--- src/rtl/hazard_ctrl_pkg.sv ---
// Purpose : shared opcode constants and FSM state encoding for the hazard controller.
// Latency : n/a (declarations only).
// Backpressure: n/a.
package hazard_ctrl_pkg;

  // RV32I major opcodes (instr[6:0])
  localparam logic [6:0] OP_R      = 7'b0110011;
  localparam logic [6:0] OP_IMM    = 7'b0010011;
  localparam logic [6:0] OP_LOAD   = 7'b0000011;
  localparam logic [6:0] OP_STORE  = 7'b0100011;
  localparam logic [6:0] OP_BRANCH = 7'b1100011;
  localparam logic [6:0] OP_JAL    = 7'b1101111;
  localparam logic [6:0] OP_JALR   = 7'b1100111;
  localparam logic [6:0] OP_LUI    = 7'b0110111;
  localparam logic [6:0] OP_AUIPC  = 7'b0010111;

  typedef enum logic [1:0] {
    ST_RUN      = 2'd0,
    ST_FLUSH    = 2'd1,
    ST_MEM_WAIT = 2'd2
  } state_t;

endpackage

--- src/rtl/hazard_ctrl_reg_use_decode.sv ---
// Purpose : decode which source registers the ID-stage instruction reads.
// Latency : purely combinational, same cycle.
// Backpressure: none; no state.
// Ports   : i_instr (ID instruction) -> o_uses_rs1/o_uses_rs2 flags, o_rs1/o_rs2 indices.
module reg_use_decode
  import hazard_ctrl_pkg::*;
(
  input  logic [31:0] i_instr,
  output logic        o_uses_rs1,
  output logic        o_uses_rs2,
  output logic [4:0]  o_rs1,
  output logic [4:0]  o_rs2
);

  // Fields that never influence register usage.
  logic w_unused_bits;
  assign w_unused_bits = ^{i_instr[31:25], i_instr[14:7]};

  assign o_rs1 = i_instr[19:15];
  assign o_rs2 = i_instr[24:20];

  always_comb begin
    o_uses_rs1 = 1'b0;
    o_uses_rs2 = 1'b0;
    case (i_instr[6:0])
      OP_R, OP_STORE, OP_BRANCH: begin
        o_uses_rs1 = 1'b1;
        o_uses_rs2 = 1'b1;
      end
      OP_IMM, OP_LOAD, OP_JALR: begin
        o_uses_rs1 = 1'b1;
      end
      // LUI/AUIPC/JAL and unknown opcodes read no registers
      OP_LUI, OP_AUIPC, OP_JAL: begin
        o_uses_rs1 = 1'b0;
      end
      default: begin
        o_uses_rs1 = 1'b0;
      end
    endcase
  end

endmodule

--- src/rtl/hazard_ctrl.sv ---
// Purpose : stall/flush/bubble controller owning every pipeline-register enable of the 5-stage core.
// Latency : enables are combinational from state + inputs in the same cycle; state updates on clk.
// Backpressure: mem_busy freezes the whole pipe and overrides redirect and load-use handling.
// Ports   : ID instr/valid, EX rd/load/valid/redirect, mem_busy in; pc_stall, ifid_stall,
//           ifid_flush, idex_bubble, pipe_freeze out; stall_cnt/flush_cnt only with HAZARD_PERF_EN.
// Config  : define HAZARD_PERF_EN to add saturating stall/flush performance counters.
module hazard_ctrl
  import hazard_ctrl_pkg::*;
#(
  parameter int FETCH_LAT = 1,
  parameter int CNT_W     = 16
) (
  input  logic        clk,
  input  logic        rst,
  input  logic [31:0] id_instr,
  input  logic        id_valid,
  input  logic [4:0]  ex_rd,
  input  logic        ex_mem_read,
  input  logic        ex_valid,
  input  logic        ex_redirect,
  input  logic        mem_busy,
  output logic        pc_stall,
  output logic        ifid_stall,
  output logic        ifid_flush,
  output logic        idex_bubble,
  output logic        pipe_freeze
`ifdef HAZARD_PERF_EN
  ,
  output logic [CNT_W-1:0] stall_cnt,
  output logic [CNT_W-1:0] flush_cnt
`endif
);

  localparam logic [3:0] FCNT_RELOAD = 4'(FETCH_LAT - 1);

  state_t     r_state;
  state_t     r_ret_state;
  logic [3:0] r_fcnt;

  logic       w_uses_rs1;
  logic       w_uses_rs2;
  logic [4:0] w_rs1;
  logic [4:0] w_rs2;
  logic       w_load_use;
  state_t     w_cur;

  reg_use_decode u_decode (
    .i_instr    (id_instr),
    .o_uses_rs1 (w_uses_rs1),
    .o_uses_rs2 (w_uses_rs2),
    .o_rs1      (w_rs1),
    .o_rs2      (w_rs2)
  );

  assign w_load_use = ex_valid & ex_mem_read & (ex_rd != 5'd0) & id_valid &
                      ((w_uses_rs1 & (w_rs1 == ex_rd)) | (w_uses_rs2 & (w_rs2 == ex_rd)));

  // Once memory is ready again, the cycle is handled as if we were in the saved state.
  assign w_cur = (r_state == ST_MEM_WAIT) ? r_ret_state : r_state;

  always_comb begin
    pc_stall    = 1'b0;
    ifid_stall  = 1'b0;
    ifid_flush  = 1'b0;
    idex_bubble = 1'b0;
    pipe_freeze = 1'b0;
    if (rst) begin
      pc_stall = 1'b0;
    end else if (mem_busy) begin
      pc_stall    = 1'b1;
      ifid_stall  = 1'b1;
      pipe_freeze = 1'b1;
    end else if (w_cur == ST_FLUSH || ex_redirect) begin
      // load-use is irrelevant here: the ID instruction is wrong-path and gets flushed
      ifid_flush  = 1'b1;
      idex_bubble = 1'b1;
    end else if (w_load_use) begin
      pc_stall    = 1'b1;
      ifid_stall  = 1'b1;
      idex_bubble = 1'b1;
    end
  end

  always_ff @(posedge clk or posedge rst) begin
    if (rst) begin
      r_state     <= ST_RUN;
      r_ret_state <= ST_RUN;
      r_fcnt      <= 4'd0;
    end else if (mem_busy) begin
      // EX keeps the redirect until memory frees up, so it is not lost here.
      r_state <= ST_MEM_WAIT;
      if (r_state != ST_MEM_WAIT) begin
        r_ret_state <= r_state;
      end
    end else begin
      r_state <= w_cur;
      if (w_cur == ST_FLUSH) begin
        if (ex_redirect) begin
          r_fcnt <= FCNT_RELOAD;
        end else if (r_fcnt == 4'd1) begin
          r_state <= ST_RUN;
          r_fcnt  <= 4'd0;
        end else begin
          r_fcnt <= r_fcnt - 4'd1;
        end
      end else if (ex_redirect && FETCH_LAT > 1) begin
        r_state <= ST_FLUSH;
        r_fcnt  <= FCNT_RELOAD;
      end
    end
  end

`ifdef HAZARD_PERF_EN
  logic [CNT_W-1:0] r_stall_cnt;
  logic [CNT_W-1:0] r_flush_cnt;

  always_ff @(posedge clk or posedge rst) begin
    if (rst) begin
      r_stall_cnt <= '0;
      r_flush_cnt <= '0;
    end else begin
      if (pc_stall && r_stall_cnt != '1) begin
        r_stall_cnt <= r_stall_cnt + 1'b1;
      end
      if (ifid_flush && r_flush_cnt != '1) begin
        r_flush_cnt <= r_flush_cnt + 1'b1;
      end
    end
  end

  assign stall_cnt = r_stall_cnt;
  assign flush_cnt = r_flush_cnt;
`else
  logic w_unused_cfg;
  assign w_unused_cfg = ^CNT_W;
`endif

endmodule

--- config.mk ---
export PLATFORM = sky130hd
export DESIGN_NAME = hazard_ctrl
export DESIGN_NICKNAME = d
export VERILOG_FILES = /design/src/rtl/hazard_ctrl_pkg.sv /design/src/rtl/hazard_ctrl_reg_use_decode.sv /design/src/rtl/hazard_ctrl.sv
export SDC_FILE = /design/constraint.sdc
export NUM_CORES = 1
export LEC_CHECK = 0
export ABC_AREA = 1
export ABC_CLOCK_PERIOD_IN_PS = 1500
export BUFFER_PORTS_ARGS = -buffer_cell sky130_fd_sc_hd__clkbuf_2
export CORE_MARGIN = 1.5
export CORE_UTILIZATION = 43
export DETAILED_ROUTE_END_ITERATION = 10
export GPL_TIMING_DRIVEN = 0
export PLACE_DENSITY = 0.87
export SETUP_SLACK_MARGIN = 0.15
export SYNTH_ARGS = -nofsm -noshare
export SYNTH_HDL_FRONTEND = slang
export SYNTH_HIERARCHICAL = 1
export SYNTH_SLANG_ARGS = --single-unit
--- constraint.sdc ---
create_clock -name clk -period 1.5 [get_ports clk]
set_input_delay 0.075 -clock clk [delete_from_list [all_inputs] [get_ports clk]]
set_output_delay 0.075 -clock clk [all_outputs]
set_load 0.01 [all_outputs]
Yosys cells after proc, flatten, opt, wreduce, memory -nomap -nowiden
Index checks and enable logic that the tools add are counted.
- register bits: 8
- output and inout port bits: 5
- bitwise operators: 8
- reduce and logical (&&, ||, !) cells: 6
- add/sub/neg operators: 1
- mux-type cells: 21
- equality and inequality tests: 12
- operators with widths (operator ; number):
    == test 7 x 6 -> 1 bit (second input constant) ; 2
    == test 7 bit (second input constant) ; 2
    two-way mux 1 bit ; 14
    == test 5 bit ; 2
    two-way mux 2 bit ; 5
    two-way mux 4 bit ; 2
    == test 7 x 2 -> 1 bit (second input constant) ; 1
    == test 7 x 5 -> 1 bit (second input constant) ; 1
    AND 1 bit ; 6
    OR reduction 6 bit ; 1
    nonzero test 5 bit ; 1
    == test 4 x 1 -> 1 bit (second input constant) ; 1
    AND reduction 2 bit ; 2
    subtractor 4 x 1 -> 4 bit (second input constant) ; 1
    OR reduction 3 bit ; 1
    == test 2 x 1 -> 1 bit (second input constant) ; 1
    == test 2 bit (second input constant) ; 1
    != test 2 bit (second input constant) ; 1
    logical OR 1 bit ; 1
    inverter 1 bit ; 1
    bitwise OR 1 bit ; 1

Longest topological paths before layout
- depth after elaboration: 10
- depth in mapped cells: 12
- depth with buffers taken out: 11

By module
The synthesis kept the hierarchy.
- modules (own cells, without submodules) (module ; area an instance (um^2) ; cells each ; times used):
    hazard_ctrl ; 711.9 ; 120 ; 1
    reg_use_decode ; 150.1 ; 28 ; 1

Least setup slack after synthesis
Ideal clock, no wire load.
- kind: register -> output
- start: register r_state[0]
- end: output port pc_stall
- buffers on the path: 1
- path slack: 0.334 ns
- arrival time: 1.091 ns
- stages on the path, launching flop included: 9
- cell sequence: dfrtp_1 inv_1 nand2_2 nand2_4 nand2_1 nor2_1 nand3_1 nand2_1 buf_4
- longest elaborated chain between the ends: 7
- RTL lines (item ; line ; text):
    start, declared ; hazard_ctrl.sv:36 ; state_t r_state;
    start signal, assigned ; hazard_ctrl.sv:96 ; r_state <= w_cur;
    == test 2 bit ; hazard_ctrl.sv:59 ; assign w_cur = (r_state == ST_MEM_WAIT) ? r_ret_state : r_state;
    two-way mux 2 bit * ; hazard_ctrl.sv:59 ;
    == test 2 x 1 -> 1 bit * ; hazard_ctrl.sv:73 ; end else if (w_cur == ST_FLUSH || ex_redirect) begin
    logical OR 1 bit * ; hazard_ctrl.sv:73 ;
    two-way mux 1 bit * (3 in a row) ; -- ;
    end, declared ; hazard_ctrl.sv:22 ; output logic pc_stall,
Mark *: on every way between the ends. The rest lies on a longest branch, timed or not.

Final worst setup path
- start: register r_state[0]
- end: output port pc_stall
- longest elaborated chain between the ends: 7
- RTL lines (item ; line ; text):
    == test 2 bit ; hazard_ctrl.sv:59 ;
    two-way mux 2 bit * ; hazard_ctrl.sv:59 ;
    == test 2 x 1 -> 1 bit * ; hazard_ctrl.sv:73 ;
    logical OR 1 bit * ; hazard_ctrl.sv:73 ;
    two-way mux 1 bit * ; hazard_ctrl.sv:73 ;
    two-way mux 1 bit * ; hazard_ctrl.sv:69 ; end else if (mem_busy) begin
    two-way mux 1 bit * ; hazard_ctrl.sv:67 ; if (rst) begin
Marked as above.

==> impl_metrics.yaml <==
sta:
  slew_headroom_pct: 79.6
  max_freq_mhz: 671
  finalClockSkew_ns: 0.00482
  worst_pin_slew_ns: 0.303
  drv_slew: 0
  min_period_over_period_pct: 99.3
  finalHoldViolCount: 0
  layout_min_cycle_time_ns: 1.49
  fin_hold_ws_ns: 0.111
  final-setup-viol-count: 0
  rsz0062_at_grt: "true"
worst_setup_path:
  r2r-start: "r_state[0]$_DFF_PP0_"
  r2r_end: "r_fcnt[2]$_DFFE_PP0P_"
  max_stage_delay_ns: 0.40
  reg2regPathDepth: 7
  path_max_fanout: 2
  arrival_ns: 1.41
  crit_path_start_kind: "flop"
  worst_ep_required_time_ns: 1.42
  path_cells: "o21ai_2, nand2_4, nand2_4, nor2_2, nand3_1, nand2_2, buf_6, buf_6"
  crit_slowest_cell: "dfrtp_1"
  endpoint_kind: "output pin"
  cp_top_family: "flip-flops"
  r2r_setup_slack_ns: 0.18
  worst-setup-path-type: "reg -> out"
  critPathBufInv: 2
synthesis:
  ys_seq_area_share_pct: 23.2
  avgSynthCellArea_sq_um: 5.82
  synth_fp_nets: 194
  ys_types: 20
  ys_ff_latch: 8
  synth_cells: 148
  ys_warn_count: 6
  syn_area_sq_um: 862
cells_and_area:
  layout-drive-gt1-share_pct: 32.6
  layout_common_cells: "nand2_1 (45), inv_1 (27), clkbuf_2 (19)"
  fin_area_sq_um: 1110
  area_delta_synth_final_pct: 29.2
  post-route-util_pct: 57.9
  num-nets-final: 226
  final_cells: 205
  antenna_cells: 0
  final_common_cell: "nand2_1"
floorplan:
  die_h_um: 47.8
  die_w_um: 47.8
  dieArea_sq_um: 2280
  core_sq_um: 1920
  ioPinCount: 49
  initial_core_util_pct: 44.9
  fp-row-count: 16
global_routing:
  gr-usage-all-layers_pct: 15.0
  use_met2_pct: 28.0
  grt.busiest_layer: "met2"
  grt_pass1_vias: 695
  grt_use_met3_pct: 3.40
  grt_max_degree: 9
  grt.met1_usage_pct: 17.3
  antenna_found_initial: 0
  grt-ovfl-total: 0
  grt_pass1_wl_um: 2460
place:
  place.gp.congestion: 0.774
  dp_hpwl_um: 1370
  io_buffers: 23
  placed_cell_area_sq_um: 1010
  dpl.cell_count: 198
route:
  drtIter0Drc: 9
  wirelength_um: 1710
  dr.pass1.iters: 4
  drtAntennaViolNets: 0
  drc: 0
  post_drt_wl_per_cell_um: 8.36
  vias: 883
  viasPerCell: 4.31
power_and_ir_drop:
  clkPwrFrac_pct: 13.2
  p_int_uw: 685
  p_switching_uw: 512
  pwr-share-seq_pct: 32.4
  finalPower_uw: 1200
  combPwrFrac_pct: 54.4
  sw_frac_of_total_pct: 42.8
  peakVddDrop_mv: 0.598
  powerDensity_nw_per_um2: 1070
  leakagePower_uw: 0.000702
job:
  cap_violations: 0
min_path:
  hold_start: "ex_redirect"
  min_path_type: "in -> reg"
  holdPathEnd: "r_state[0]$_DFF_PP0_"
  min_delay_path_depth: 3
status:
  status: "finished, final reports clean"
clock_tree:
  cts_made_buffers: 3
  h-tree-depth: 1
  cts_sinks: 8
  clk_pin_slew_ns: 0.05
  cts_buffer_depth: 2
  cts_tree: "yes"
  root_buffer: "clkbuf_4"
  insertion_delay_ns: 0.25
## worst max-delay path by stage
stage	start	to	slack (ns)	cells after the start
after global placement	r_state[0]$_DFF_PP0_	pc_stall	0.23	9
final	r_state[0]$_DFF_PP0_	pc_stall	0.01	8
after global routing	r_state[0]$_DFF_PP0_	pc_stall	-0.07	8
after CTS	r_state[1]$_DFF_PP0_	pc_stall	0.0008	9
after floorplan	r_state[0]$_DFF_PP0_	pc_stall	0.33	8
after detailed placement	r_state[0]$_DFF_PP0_	pc_stall	0.20	9
## Yosys cell counts, drive strengths merged
cell    count  area, sq um
o21bai      1         7.51
inv        29          109
and2        1         6.26
nand3       9         45.0
nor3        2         10.0
o21ai       5         28.8
nor2       22          101
nand2      54          225
or2         1         6.26
dfrtp       8          200
a21oi       3         15.0
buf        11         82.6
ha          2         25.0
## repair_timing
item / CTS / global route
cloned: 0 / 0
endpoints found under the setup margin: 4 / 6
hold buffers: 1 / 0
hold endpoints to repair: 8 / 0
setup buffers: 1 / 2
pin swaps: 0 / 5
gates resized for setup: 2 / 16
## worst min-delay path, cell delays in order
cell	delay [ns]
clkbuf_2	0.10
nor3_1	0.05
nor2_1	0.09
## layer usage
layer  vias up  share of wire [%]
met5         -                  0
met4         0               0.58
met2        24                 50
met3         2                5.1
li1        488                  -
met1       369                 45
## kinds of logic after synthesis
group,after synthesis,share of synthesized area (%)
and+or+nand+nor,89,45.7
buffers and inverters,40,22.2
AOI/OAI and AO/OA,9,5.95
DFF,8,23.2
adders and majority gates,2,2.90
## power groups by stage
| stage | combinational (uW) | clock (uW) | sequential (uW) |
|---|---|---|---|
| finish | 651 | 158 | 388 |
| global placement | 505 | 0 | 380 |
| CTS | 554 | 165 | 384 |
| global route | 741 | 176 | 398 |
| floorplan | 421 | 0 | 366 |
| detailed placement | 516 | 0 | 386 |
## final cells by class
class,count,area [sq um]
Fill cell,180,808
Timing Repair Buffer,27,164
Inverter,29,109
Buffer,11,86.3
Clock buffer,3,22.5
Multi-Input combinational cell,100,498
Tap cell,27,33.8
Sequential cell,8,200
## state kept, by name, summed over array words and instances, names as in the netlist
signal and cells:
r_fcnt 4, r_ret_state 2, r_state 2
## metrics by stage
stage / worst slack (ns) / TNS, ns
2_1_floorplan: 0.334 / 0
4_1_cts: 0.000791 / 0
3_5_place_dp: 0.199 / 0
5_1_grt: -0.0696 / -0.0696
6_report: 0.0106 / 0
3_3_place_gp: 0.234 / 0
Power figures use the tool's default switching activity.
